===== config.mk =====
export PLATFORM = sky130hd
export DESIGN_NAME = memory_dump_unit
export DESIGN_NICKNAME = d
export VERILOG_FILES = /design/src/rtl/memory_dump_unit.sv
export SDC_FILE = /design/constraint.sdc
export NUM_CORES = 1
export LEC_CHECK = 0
export CORE_UTILIZATION = 56
export CTS_CLUSTER_DIAMETER = 100
export DETAILED_ROUTE_END_ITERATION = 10
export HOLD_SLACK_MARGIN = 0.15
export PLACE_DENSITY_LB_ADDON = 0.08
export RECOVER_POWER = 25
export SYNTH_ARGS = -nofsm -noshare
export SYNTH_HDL_FRONTEND = slang
export SYNTH_SLANG_ARGS = --single-unit

===== constraint.sdc =====
create_clock -name clock -period 3 [get_ports clock]
set_input_delay 0.6 -clock clock [delete_from_list [all_inputs] [get_ports clock]]
set_output_delay 0.6 -clock clock [all_outputs]
set_load 0.05 [all_outputs]

===== src/rtl/memory_dump_unit.sv =====
// memory_dump_unit: reads word_count consecutive RAM words starting at base_addr through a
// synchronous read port and streams them as {address, data} pairs on a valid/ready output.
//
// Optional build macro: DUMP_CHECKSUM_EN. When defined, a modulo-2^DATA_WIDTH sum of all
// dumped data words is appended as one extra stream word with out_addr = all-ones.
//
// Ports:
//   clock, reset_n          clock and asynchronous active-low reset
//   start                   one-cycle pulse that begins a dump (ignored while busy)
//   base_addr, word_count   dump range, sampled on start
//   mem_read, mem_addr      RAM read strobe and address
//   mem_read_data           RAM data, valid the cycle after mem_read
//   out_valid, out_ready    output stream handshake
//   out_addr, out_data      current stream word (FIFO head)
//   busy                    a dump is in progress
//   done                    one-cycle pulse after the last stream word is accepted
module memory_dump_unit #(
  parameter int unsigned ADDR_WIDTH = 16,
  parameter int unsigned DATA_WIDTH = 16,
  parameter int unsigned FIFO_DEPTH = 4
) (
  input  logic                  clock,
  input  logic                  reset_n,
  input  logic                  start,
  input  logic [ADDR_WIDTH-1:0] base_addr,
  input  logic [ADDR_WIDTH:0]   word_count,
  output logic                  mem_read,
  output logic [ADDR_WIDTH-1:0] mem_addr,
  input  logic [DATA_WIDTH-1:0] mem_read_data,
  output logic                  out_valid,
  input  logic                  out_ready,
  output logic [ADDR_WIDTH-1:0] out_addr,
  output logic [DATA_WIDTH-1:0] out_data,
  output logic                  busy,
  output logic                  done
);

  localparam int unsigned PtrW = (FIFO_DEPTH > 1) ? $clog2(FIFO_DEPTH) : 1;
  localparam int unsigned CntW = $clog2(FIFO_DEPTH + 1);
  localparam logic [CntW:0]   DepthC = (CntW + 1)'(FIFO_DEPTH);
  localparam logic [CntW-1:0] FullC  = CntW'(FIFO_DEPTH);

  typedef enum logic [2:0] {StIdle, StRead, StSum, StDrain, StFinish} state_e;

  state_e                state_q;
  logic [ADDR_WIDTH-1:0] addr_q;
  logic [ADDR_WIDTH-1:0] issued_addr_q;
  logic [ADDR_WIDTH:0]   remaining_q;
  logic                  inflight_q;
  logic                  busy_q;
  logic                  done_q;

  logic [ADDR_WIDTH-1:0] fifo_addr [FIFO_DEPTH];
  logic [DATA_WIDTH-1:0] fifo_data [FIFO_DEPTH];
  logic [PtrW-1:0]       wr_ptr_q, rd_ptr_q;
  logic [CntW-1:0]       count_q, count_d;

  logic                  push, pop, sum_push;
  logic [ADDR_WIDTH-1:0] push_addr;
  logic [DATA_WIDTH-1:0] push_data;

`ifdef DUMP_CHECKSUM_EN
  logic [DATA_WIDTH-1:0] sum_q;
  // Checksum is only final once the last read has landed in the FIFO.
  assign sum_push = (state_q == StSum) && !inflight_q && (count_q != FullC);
`else
  assign sum_push = 1'b0;
`endif

  // Credit check: FIFO occupancy plus the read still in the RAM pipeline must leave a free slot.
  assign mem_read  = (state_q == StRead) &&
                     (({1'b0, count_q} + (CntW + 1)'(inflight_q)) < DepthC);
  assign mem_addr  = addr_q;
  assign busy      = busy_q;
  assign done      = done_q;

  assign out_valid = (count_q != '0);
  assign out_addr  = fifo_addr[rd_ptr_q];
  assign out_data  = fifo_data[rd_ptr_q];

  assign push    = inflight_q | sum_push;
  assign pop     = out_valid & out_ready;
  assign count_d = count_q + CntW'(push) - CntW'(pop);

  always_comb begin
    push_addr = issued_addr_q;
    push_data = mem_read_data;
`ifdef DUMP_CHECKSUM_EN
    if (!inflight_q) begin
      push_addr = '1;
      push_data = sum_q;
    end
`endif
  end

  always_ff @(posedge clock or negedge reset_n) begin
    if (!reset_n) begin
      state_q       <= StIdle;
      addr_q        <= '0;
      issued_addr_q <= '0;
      remaining_q   <= '0;
      inflight_q    <= 1'b0;
      busy_q        <= 1'b0;
      done_q        <= 1'b0;
`ifdef DUMP_CHECKSUM_EN
      sum_q         <= '0;
`endif
    end else begin
      done_q     <= 1'b0;
      inflight_q <= mem_read;
      if (mem_read) begin
        issued_addr_q <= addr_q;
        addr_q        <= addr_q + ADDR_WIDTH'(1);
        remaining_q   <= remaining_q - (ADDR_WIDTH + 1)'(1);
      end
`ifdef DUMP_CHECKSUM_EN
      if (inflight_q) sum_q <= sum_q + mem_read_data;
`endif
      unique case (state_q)
        StIdle: begin
          if (start) begin
            addr_q      <= base_addr;
            remaining_q <= word_count;
`ifdef DUMP_CHECKSUM_EN
            sum_q       <= '0;
`endif
            if (word_count != '0) begin
              state_q <= StRead;
              busy_q  <= 1'b1;
            end else begin
`ifdef DUMP_CHECKSUM_EN
              state_q <= StSum;
              busy_q  <= 1'b1;
`else
              state_q <= StFinish;
              done_q  <= 1'b1;
`endif
            end
          end
        end
        StRead: begin
          if (mem_read && (remaining_q == (ADDR_WIDTH + 1)'(1))) begin
`ifdef DUMP_CHECKSUM_EN
            state_q <= StSum;
`else
            state_q <= StDrain;
`endif
          end
        end
        StSum: begin
          if (sum_push) state_q <= StDrain;
        end
        StDrain: begin
          // Leave as the final pop happens so done lands in the following cycle.
          if (!inflight_q && (count_d == '0)) begin
            state_q <= StFinish;
            busy_q  <= 1'b0;
            done_q  <= 1'b1;
          end
        end
        StFinish: state_q <= StIdle;
        default:  state_q <= StIdle;
      endcase
    end
  end

  always_ff @(posedge clock or negedge reset_n) begin
    if (!reset_n) begin
      wr_ptr_q <= '0;
      rd_ptr_q <= '0;
      count_q  <= '0;
      for (int unsigned i = 0; i < FIFO_DEPTH; i++) begin
        fifo_addr[i] <= '0;
        fifo_data[i] <= '0;
      end
    end else begin
      if (push) begin
        fifo_addr[wr_ptr_q] <= push_addr;
        fifo_data[wr_ptr_q] <= push_data;
        wr_ptr_q            <= wr_ptr_q + PtrW'(1);
      end
      if (pop) rd_ptr_q <= rd_ptr_q + PtrW'(1);
      count_q <= count_d;
    end
  end

  fifo_no_overflow: assert property (@(posedge clock) disable iff (!reset_n)
    !(push && (count_q == FullC)));

endmodule

==> results.txt <==
Outcome -> finished, violations left
Failing checks -> capacitance limit, slew limit
Crit-path cells -> or3_1 -> and2_1 -> ha_1 -> inv_1 -> ha_1 -> fa_1 -> xnor2_2 -> nor4_4 -> nand2b_1 -> a211oi_1
CTS Buffer Depth -> 2
Routed len/inst -> 19.4 microns
Via count -> 5564
Post-synthesis sequential area ratio -> 55.4%
Io pins -> 105
I/O Buffers -> 104
DPL Wire Length -> 11700 microns
Hold_sp -> fifo_addr[9]$_DFFE_PN0P_
# fillers -> 1003
Total gr overflow -> 0
Slew @ Worst Pin -> 2.29 ns
Final min period -> 2.81 ns
Routed wire length -> 18300 microns
Slew HR -> -52.6%
Delay-heaviest family, CP -> adder cells
R2R Path Start -> count_q[0]$_DFF_PN0_
Syn avg cell area -> 13.3 sq um
# hold bufs at CTS -> 0
Die Height -> 126 microns
GR Util All Layers -> 25.4%
Layout Area Growth over Synthesis -> 26.1%
Final Instance Count excl. Fillers -> 943
Fin Clk Skew -> 0.0106 ns
Cells after synthesis -> 647
Global-route wire length before repair -> 30800 microns
Synth Cell Area -> 0.00859 sq mm
Post-place setup slack -> 0.00718 ns
CP startpoint kind -> register
Yosys warning count -> 0
Vias in the first global route -> 6080
Worst Path Buf+Inv -> 1
# DRC -> 0
Number of H-tree levels -> 4
Fin. Hold Viols -> 0
HP Class -> reg2reg
Final setup violation count -> 0
Max incr delay on CP -> 0.42 ns
Starting density of the core -> 58.2%
CTS root buffer -> clkbuf_16
Initial antenna violation count -> 0
Crit path from -> count_q[0]$_DFF_PN0_
Row cnt -> 44
Final ANT Viol Nets -> 0
FMAX -> 0.356 GHz
Critical path class -> reg2reg
Placed Cells -> 912
Crit Path Max Fanout -> 5
Most used cell, CP -> ha_1
Post-synthesis register bit count -> 190
Final Util -> 73.4%
Core ar. -> 0.0148 sq mm
Crit path max-delay cell type -> fa_1
CP required -> 3.34 ns
CTS tree -> done
Total die area -> 0.0158 sq mm
Setup bufs post-CTS -> 0
Clk sink count -> 190
Netlist cell types -> 40
Routability cong. -> 0.771
Nets -> 811
Reg clk slew, reported paths -> 0.07 ns
Crit path DAT -> 3.14 ns
Clk_lat worst skew -> 0.43 ns
Final worst slack -> 0.195 ns
Slew Viols, Final -> 91
Layout cell share with drive strength beyond 1 -> 32.9%
Largest net degree at the start of global routing -> 93
Unrepaired setup endpoints after global routing -> no
Async set-reset flop share out of synthesis -> 100%
Max-cap violations -> 1
Final setup TNS -> 0 ns
DIE WIDTH -> 126 microns
CP endpoint kind -> register
TritonCTS Buffers -> 17
Crit share post-route -> 93.5%
# diodes -> 0
DR iter-0 viols -> 289
Post-synthesis net count -> 711
Router iterations before antenna repair -> 5
Post-synth EDFFs -> 0
Routed vias/inst -> 5.90
Post-synth top flop -> dfrtp_1
==> per-stage QoR <==
| step | instance area (sq um) | hold slack [ns] |
|---|---|---|
| after CTS | 10800 | 0.266 |
| after floorplan | 8600 | 0.304 |
| final | 10800 | 0.503 |
| after global routing | 10800 | 0.517 |
| after global placement | 10200 | 0.481 |
| after detailed placement | 10200 | 0.490 |
==> worst paths after layout <==
path / end / slack, ns / cells past startpoint
max: state_q[0]$_DFFE_PN0P_ / 0.19 / 10
min: fifo_addr[9]$_DFFE_PN0P_ / 0.50 / 1
max reg2reg: state_q[0]$_DFFE_PN0P_ / 0.19 / 10
min reg2reg: fifo_addr[9]$_DFFE_PN0P_ / 0.50 / 1
max in group asynchronous: fifo_addr[40]$_DFFE_PN0P_ / 0.80 / 2
min in group asynchronous: fifo_data[39]$_DFFE_PN0P_ / 0.83 / 1
==> layout make-up <==
| type | count | area (sq um) | share of cell area [%] |
|---|---|---|---|
| timing repair buffer | 117 | 1490 | 13.7 |
| clock inverter | 11 | 191 | 1.77 |
| tap | 184 | 230 | 2.13 |
| multi-input combinational | 407 | 3660 | 33.8 |
| inverter | 14 | 52.6 | 0.485 |
| clock buffer | 20 | 447 | 4.12 |
| sequential | 190 | 4760 | 43.9 |
==> cell usage after synthesis, drive strengths merged, types with 7 or more instances <==
cell	n	share of area, %
xnor2	22	2.2
buf	23	1.3
mux2	129	17
nand3	11	0.70
xor2	11	1.1
nor4	16	1.3
nor2	7	0.31
dfrtp	190	55
nand4	9	0.66
ha	10	1.5
nor3	9	0.52
o21ai	35	2.0
mux4	32	8.4
nand2	84	3.7
inv	14	0.61
clkbuf	13	0.57
==> what timing repair did <==
item | CTS | global route
endpoints found under the setup margin | 0 | 3
endpoints found under the hold margin | 0 | 0
gates resized for setup | 0 | 2
==> sequential cells by signal, summed over array words and instances (netlist names) <==
name	cells
remaining_q	17
inflight_q	1
count_q	3
wr_ptr_q	2
busy	1
mem_addr	16
rd_ptr_q	2
issued_addr_q	16
fifo_addr	64
fifo_data	64
state_q	3
done	1
==> cells by family (layout without fill, tap and decap cells) <==
group           Yosys count  after routing  synth area share [%]
fa+ha+maj                11             11                  1.69
flops                   190            190                  55.4
buf+inv                  50            162                  2.43
compound gates           47             47                  2.94
simple gates            155            155                  8.91
xor+xnor                 33             33                  3.36
mux                     161            161                  25.3
==> placed cells by master, fill, tap and decap left out, types with 2 or more instances in the layout <==
master           netlist  final
or3_1                  4      4
o211ai_1               2      2
inv_1                 13     13
o21ai_0               35     35
nor4_1                15     14
clkbuf_1              13      2
mux2_2               129    129
xnor2_1               22     21
mux4_2                32     32
bufinv_16              0      5
nand3_1               10     10
nand4_1                9      9
nor2_1                 7      7
dfrtp_1              190    189
a31oi_1                4      4
nand2_2                0      4
nor4_4                 1      2
clkbuf_16              0     17
clkdlybuf4s50_1        0     70
nor3_1                 9      9
nand4b_1               2      2
clkinvlp_4             0      3
buf_12                 0     35
o31ai_1                2      2
a21oi_1                3      3
or4_1                  4      4
nand2_1               84     80
buf_4                  1     11
ha_1                  10     10
clkinv_2               0      2
xor2_1                11     11
==> layer usage <==
layer  vias to the layer above  GRT usage [%]  routed length, microns
li1                       2521              -                       -
met1                      2882           32.9                    7940
met2                       146           42.5                    9340
met3                        15           5.90                     810
met4                         0           8.15                     199
met5                         -              0                       0
==> worst register-to-register path: stages, from the launching register on <==
cell and delay [ns]:
dfrtp_1 0.41, or3_1 0.40, and2_1 0.21, ha_1 0.29
inv_1 0.05, ha_1 0.19, fa_1 0.42, xnor2_2 0.24
nor4_4 0.08, nand2b_1 0.18, a211oi_1 0.26
Power is left out: the tool's default activity adds up to more than one toggle a clock period on the data nets, which glitch-free logic cannot reach.
